==> config.mk <==
export PLATFORM = sky130hd
export DESIGN_NAME = sumador_segmentado
export DESIGN_NICKNAME = d
export VERILOG_FILES = /design/src/rtl/sumador_segmentado.sv
export SDC_FILE = /design/constraint.sdc
export NUM_CORES = 1
export LEC_CHECK = 0
export ABC_AREA = 1
export CORE_AREA = 2 2 55 83
export CTS_CLUSTER_SIZE = 8
export DETAILED_ROUTE_END_ITERATION = 12
export DIE_AREA = 0 0 57 85
export PLACE_DENSITY_LB_ADDON = 0.15
export SYNTH_ARGS = -nofsm -noshare
export SYNTH_HDL_FRONTEND = slang
export SYNTH_SLANG_ARGS = --single-unit
==> constraint.sdc <==
create_clock -name clk -period 2.6 [get_ports clk]
set_input_delay 0.52 -clock clk [delete_from_list [all_inputs] [get_ports clk]]
set_output_delay 0.52 -clock clk [all_outputs]
set_load 0.05 [all_outputs]
==> src/rtl/sumador_segmentado.sv <==
// Pipelined adder/subtractor: ripple carry split into STAGES registered chunks,
// with optional signed saturation, carry/overflow flags and a global stall.
module sumador_segmentado #(
  parameter int WIDTH  = 8,
  parameter int STAGES = 2
) (
  input  logic             clk,
  input  logic             rst,
  input  logic             enb,
  input  logic             valid_in,
  input  logic [WIDTH-1:0] a,
  input  logic [WIDTH-1:0] b,
  input  logic             op,
  input  logic             sat,
  output logic [WIDTH-1:0] c,
  output logic             carry,
  output logic             ovf,
  output logic             valid_out
);

  localparam int CW = WIDTH / STAGES;

  if (WIDTH < 2 || STAGES < 1 || STAGES > 4 || (WIDTH % STAGES) != 0) begin : g_bad_param
    $error("sumador_segmentado: WIDTH must be >= 2 and a multiple of STAGES, STAGES in 1..4");
  end

  // Operands travel whole (b already conditionally inverted); s fills in chunk by chunk.
  typedef struct packed {
    logic [WIDTH-1:0] a;
    logic [WIDTH-1:0] b;
    logic [WIDTH-1:0] s;
    logic             cy;
    logic             sat;
  } stg_t;

  logic [STAGES:1] vld_pipe;
  logic            fin_vld;

  always_ff @(posedge clk) begin
    if (rst) begin
      vld_pipe <= '0;
    end else if (enb) begin
      for (int k = STAGES; k >= 2; k--) vld_pipe[k] <= vld_pipe[k-1];
      vld_pipe[1] <= valid_in;
    end
  end

  assign valid_out = vld_pipe[STAGES];

  if (STAGES == 1) begin : g_fv1
    assign fin_vld = valid_in;
  end else begin : g_fvn
    assign fin_vld = vld_pipe[STAGES-1];
  end

  for (genvar k = 0; k < STAGES; k++) begin : g_stg
    stg_t        cur;
    stg_t        nxt;
    logic [CW:0] csum;

    if (k == 0) begin : g_in
      always_comb begin
        cur     = '0;
        cur.a   = a;
        cur.b   = op ? ~b : b;
        cur.cy  = op;
        cur.sat = sat;
      end
    end else begin : g_mid
      assign cur = g_stg[k-1].g_reg.q;
    end

    assign csum = {1'b0, cur.a[k*CW +: CW]} + {1'b0, cur.b[k*CW +: CW]} + {{CW{1'b0}}, cur.cy};

    always_comb begin
      nxt                = cur;
      nxt.s[k*CW +: CW]  = csum[CW-1:0];
      nxt.cy             = csum[CW];
    end

    if (k < STAGES - 1) begin : g_reg
      stg_t q;
      always_ff @(posedge clk) begin
        if (rst)      q <= '0;
        else if (enb) q <= nxt;
      end
    end
  end

  stg_t             fin;
  logic             ovf_n;
  logic [WIDTH-1:0] c_n;

  assign fin = g_stg[STAGES-1].nxt;

  always_comb begin
    ovf_n = (fin.a[WIDTH-1] == fin.b[WIDTH-1]) && (fin.s[WIDTH-1] != fin.a[WIDTH-1]);
    c_n   = fin.s;
    if (fin.sat && ovf_n)
      c_n = fin.a[WIDTH-1] ? {1'b1, {(WIDTH-1){1'b0}}} : {1'b0, {(WIDTH-1){1'b1}}};
  end

  // Result registers only move on a valid op, so bubbles leave the last result visible.
  always_ff @(posedge clk) begin
    if (rst) begin
      c     <= '0;
      carry <= 1'b0;
      ovf   <= 1'b0;
    end else if (enb && fin_vld) begin
      c     <= c_n;
      carry <= fin.cy;
      ovf   <= ovf_n;
    end
  end

endmodule

==> run metrics, run 1 <==
Hold Crit Depth=2; Yosys reg bits=26; post-synthesis sequential area ratio=0.369; commonest non-fill, non-tap cell in the layout=clkdlybuf4s50_1; R2R Setup Slk=0.99 ns; worst r2r dst=c[5]$_SDFFE_PP0P_; hold endpoint=vld_pipe[2]$_SDFFE_PP0P_; Placed Area=approximately 1800 um^2; RSZ-0062 raised after global routing=false; final worst-path cycle share=0.745; Die Ht=around 85 um; Num CTS Buffers=3; Hold WC Path Type=reg2reg; H-tree depth=1; routed wl met3=about 120 um; final non-filler cell total=253; delay-heaviest family, CP=buffers and inverters; GRT Util Overall=0.133; WP data required=2.08 ns; Max Slew Vio Count=0; cts repair resizes=0; worst-skew pair later-pin latency=0.27 ns; CP Max Fanout=2; Peak VDD IR=~0.25 mV; R2R depth=6; Port Buffers=32; initial antenna violation count=0; Avg Inst Size Synth=slightly above 8 um^2; post-synthesis cell area=approximately 1400 um^2; DR vias=~1,200; Synth Instances=between 150 and 200; filler cell count=449; Setup Buffers After CTS=0; multi-input logic area=~760 um^2; io pins=33; max incr delay on CP=slightly above 0.8 ns; final hold viol count=0; setup violators final=0; yosys warns=0; number of vias per cell=around 4.7; CP Data Arrival Time=1.42 ns; highest metal used=met4; library cells used by synthesis=26; Pre-antenna DRT Iters=6; CP Class=reg2out; clk_skew=0.00377 ns; wire length on met1=1200 um; layout cells sized above 1=0.135; pwr dens=561 nW/um^2; max_cap viols=0; largest net degree at the start of global routing=19; DRC=0; Final TNS setup=0 ns; metal2 WL=1440 um; Register Area=between 500 and 600 um^2; Rel. slew slack=0.661; CORE AREA=just over 4000 um^2; routed len/inst=between 10 and 15 um; cts hold-fix bufs=0; GRT overflow=0; Inserted Diodes=0; outcome=finished, final reports clean; clock sink count=26; Worst setup SP type=register; Iter 0 DRT Violations=19; most frequent cells in the layout=clkdlybuf4s50_1, dfxtp_1, nor2_1; Initial Utilization=0.341; CTS Root Buffer Type=clkbuf_8; die area=~4800 um^2; post-route cell area=between 1500 and 2000 um^2; Clock Path Buffers=2; LEAKAGE=between 0.0008 and 0.0009 uW; Die Width=approximately 57 um; critical-path cell list=clkdlybuf4s50_1; Layout area overhead=30.6%; post-route minimum period=a little under 2 ns; number of global-route vias before repair=roughly 1,200; hold_sp=vld_pipe[2]$_SDFFE_PP0P_; GPL Wtd Cong=0.811; Post-DP HPWL=2230 um; Post-Syn Nets=just over 200; slowest CP cell=clkdlybuf4s50_1; Max Clk Rate=about 520 MHz; global-route wire length before repair=between 5000 and 6000 um; Core Rows=29; TritonCTS clock tree=done; Antenna Nets Post-Route=0; Routed WL=roughly 2800 um; dpl cells=249; Least-Margin Pin Slew=slightly above 0.5 ns; Reg clk slew, reported paths=roughly 0.09 ns; nets=around 240; worst flop-to-flop path startpoint=g_stg[0].g_reg.q[1]$_SDFFE_PP0P_; CP endpoint kind=output port; Worst Path Buf+Inv=1
-- cell usage after synthesis (all sizes together) --
cell    number  area share
xnor2        1      0.0062
nand3        9       0.046
buf          6       0.029
dfxtp       26        0.37
o31ai        1      0.0053
o21ai       26        0.10
nand4        2       0.020
inv         22       0.062
nor2        22       0.059
o211ai       1      0.0053
a21o         1      0.0053
nand2       22       0.064
xor2         8       0.050
ha           6       0.053
a21oi       18       0.083
fa           3       0.043
-- layout make-up --
| cell class | instances | share of cell area |
|---|---|---|
| Clock buffer | 3 | 0.0224 |
| Clock inverter | 1 | 0.0163 |
| Inverter | 22 | 0.0476 |
| Multi-Input combinational cell | 120 | 0.413 |
| Sequential cell | 26 | 0.283 |
| Tap cell | 46 | 0.0313 |
| Timing Repair Buffer | 35 | 0.186 |
-- metrics by stage --
step / worst slack [ns] / util / total power, uW / hold slack, ns
floorplan: 0.936 / - / 624 / 0.446
global placement: 0.413 / 0.427 / 704 / 0.460
detailed placement: 0.386 / 0.427 / 708 / 0.453
CTS: 0.650 / 0.445 / 1040 / 0.467
global route: 0.530 / 0.445 / 1090 / 0.491
finish: 0.664 / 0.445 / 1030 / 0.465
-- power by group --
group	internal [uW]	switching (uW)	leakage, uW
Combinational	109	146	0.000554
Clock	206	129	0.0000357
Sequential	426	16.2	0.000215
-- how the worst max path moves through the flow --
stage	cells past startpoint	from	endpoint	slack [ns]
2_1_floorplan	8	op	fin[5]$_SDFFE_PP0P_	0.94
3_3_place_gp	8	op	fin[5]$_SDFFE_PP0P_	0.41
3_5_place_dp	8	op	fin[5]$_SDFFE_PP0P_	0.39
4_1_cts	1	vld_pipe[2]$_SDFFE_PP0P_	valid_out	0.65
5_1_grt	8	op	fin[5]$_SDFFE_PP0P_	0.53
6_report	1	vld_pipe[2]$_SDFFE_PP0P_	valid_out	0.66
-- sequential cells by signal, indices dropped and copies added, names as in the netlist --
name	cells
g_stg.g_reg.q	1
carry	1
vld_pipe	2
fin	13
c	8
ovf	1
-- layer usage --
metal | global-route usage | up-vias
li1 | - | 631
met4 | 0.0655 | 0
met3 | 0.0198 | 5
met1 | 0.145 | 529
met5 | 0 | -
met2 | 0.243 | 29
-- cells by family (layout without fill, tap and decap cells) --
| family | Yosys count | count (layout) | share of synthesized area |
|---|---|---|---|
| XOR/XNOR | 9 | 9 | 0.0560 |
| AO/OA/AOI/OAI | 47 | 47 | 0.199 |
| buffers and inverters | 28 | 61 | 0.0915 |
| flip-flops | 26 | 26 | 0.369 |
| AND/OR/NAND/NOR | 55 | 55 | 0.188 |
| adder cells (fa/ha/maj) | 9 | 9 | 0.0959 |
(Power assumes the default switching activity.)
==> run 2, diff against run 1 <==
- clock period: 2.6 -> 2 ns (I/O delays scaled with it)
==> run metrics, run 2 (synthesis gave the netlist of run 1 again) <==
number of flip-flops in the largest register=13 (unchanged); Peak VDD IR=0.419 mV (+67%); Routed WL=2800 um (-0.74%); pwr dens=721 nW/um^2 (+29%); cts hold-fix bufs=0 (unchanged); register share of total power=0.427 (-0.002); nets=243 (+1.7%); Placed Area=1800 um^2 (+1.7%); CP Max Fanout=2 (unchanged); CTS Root Buffer Type=clkbuf_8; crit path capture=c[7]; Clock power frac=0.323 (-0.002); switch share=0.280 (-0.00168); Final TNS setup=0 ns (unchanged); Layout area overhead=32.7%; sw power=378 uW (+30%); Max Slew Vio Count=0 (unchanged); RSZ-0062 raised after global routing=false; Inserted Diodes=0 (unchanged); post-route cell area=1870 um^2 (+1.6%); Hold Crit Depth=2 (unchanged); Post-DP HPWL=2310 um (+3.8%); io pins=33 (unchanged); Setup Buffers After CTS=0 (unchanged); max incr delay on CP=0.80 ns (about the same); number of vias per cell=4.67 (-1.1%); global-route wire length before repair=4770 um (-7.4%); post-route minimum period=approximately 1.8 ns; commonest non-fill, non-tap cell in the layout=clkdlybuf4s50_1; clock sink count=26 (unchanged); CORE AREA=4140 um^2 (unchanged); CP Launch Point=c[7]$_SDFFE_PP0P_; R2R Setup Slk=0.40 ns (-0.59 ns); GRT Util Overall=0.124 (-0.00898); CP Class=reg2out; largest net degree at the start of global routing=19 (unchanged); Antenna Nets Post-Route=0 (unchanged); WP data required=1.60 ns (-0.48 ns); Levels on crit path=1 (unchanged); dpl ws=-0.0531 ns (-0.439 ns); cts repair resizes=0 (unchanged); layout cells sized above 1=0.152 (+0.0164); worst flop-to-flop path startpoint=g_stg[0].g_reg.q[1]$_SDFFE_PP0P_; Rel. slew slack=0.670 (+0.00849); Hold WC Path Type=reg2reg; most frequent cells in the layout=clkdlybuf4s50_1, dfxtp_1, nor2_1; Max Clk Rate=between 500 and 600 MHz; R2R depth=6 (unchanged); final worst-path cycle share=0.910; Least-Margin Pin Slew=0.494 ns (-0.0127 ns); CP endpoint kind=output port; Clock Path Buffers=2 (unchanged); final hold viol count=0 (unchanged); GRT overflow=0 (unchanged); routed len/inst=10.9 um (-2.3%); clk_skew=0.00315 ns (-0.000625 ns); routed wl met3=135 um (+14%); Die Ht=85 um (unchanged); DRC=0 (unchanged); initial antenna violation count=0 (unchanged); Iter 0 DRT Violations=28 (+9); Worst Path Buf+Inv=1 (unchanged); Comb pwr share=0.250 (+0.003); critical-path cell list=clkdlybuf4s50_1; LEAKAGE=0.000823 uW (+2.4%); highest metal used=met4; Worst setup SP type=register; Die Width=57 um (unchanged); DR vias=1,200 (+0.50%); delay-heaviest family, CP=buffers and inverters; worst-skew pair later-pin latency=0.27 ns (about the same); number of global-route vias before repair=1,175 (-1.8%); Num CTS Buffers=3 (unchanged); die area=4850 um^2 (unchanged); Core Rows=29 (unchanged); worst r2r dst=c[5]$_SDFFE_PP0P_; metal2 WL=1480 um (+2.7%); wire length on met1=1150 um (-4.1%); max_cap viols=0 (unchanged); H-tree depth=1 (unchanged); final non-filler cell total=257 (+1.6%); dpl cells=253 (+1.6%); Initial Utilization=0.341 (unchanged); slowest CP cell=clkdlybuf4s50_1; setup violators final=0 (unchanged); Util after Layout=0.452 (+0.00726); Setup WS post-layout=0.180 ns (-0.483 ns); outcome=finished, final reports clean; Port Buffers=32 (unchanged); GPL Wtd Cong=0.829 (+2.2%); Reg clk slew, reported paths=0.09 ns (about the same); CP Data Arrival Time=1.42 ns (about the same); cell-internal power=970 uW (+31%); Pre-antenna DRT Iters=4 (-2); TritonCTS clock tree=done
run 2: layout make-up:
cell class	count	area [um^2]
clock buffer	3	41.3
clock inverter	1	30.0
fill	454	2270
inverter	22	87.6
multi-input combinational	120	759
sequential	26	520
tap	46	57.6
timing repair buffer	39	373
run 2: power by group through the flow:
stage	Combinational (uW)	Clock, uW	Sequential (uW)
after floorplan	187	0	625
after global placement	336	0	587
after detailed placement	342	0	588
after CTS	343	449	576
after global routing	377	472	580
final	337	435	576
run 2: worst min path at each step:
| stage | startpoint | endpoint | slack [ns] |
|---|---|---|---|
| floorplan | fin[3]$_SDFFE_PP0P_ | c[1]$_SDFFE_PP0P_ | 0.45 |
| global placement | vld_pipe[2]$_SDFFE_PP0P_ | vld_pipe[2]$_SDFFE_PP0P_ | 0.46 |
| detailed placement | vld_pipe[2]$_SDFFE_PP0P_ | vld_pipe[2]$_SDFFE_PP0P_ | 0.46 |
| CTS | vld_pipe[2]$_SDFFE_PP0P_ | vld_pipe[2]$_SDFFE_PP0P_ | 0.47 |
| global route | fin[5]$_SDFFE_PP0P_ | c[3]$_SDFFE_PP0P_ | 0.49 |
| finish | vld_pipe[2]$_SDFFE_PP0P_ | vld_pipe[2]$_SDFFE_PP0P_ | 0.47 |
run 2: metal layers:
layer  GRT usage  vias to the layer above
met3      0.0183                        2
met5           0                        -
met4      0.0634                        0
met2       0.233                       32
met1       0.129                      526
li1            -                      640
run 2: stage by stage:
step	hold WS, ns	power, uW
6_report	0.473	1350
3_3_place_gp	0.461	923
2_1_floorplan	0.446	812
4_1_cts	0.473	1370
5_1_grt	0.494	1430
3_5_place_dp	0.459	929
==> run 3, diff against run 2 <==
- ABC_CLOCK_PERIOD_IN_PS: not set -> 2000
==> results of run 3 <==
No change in the layout: final DEF, timing and power equal those of run 2.
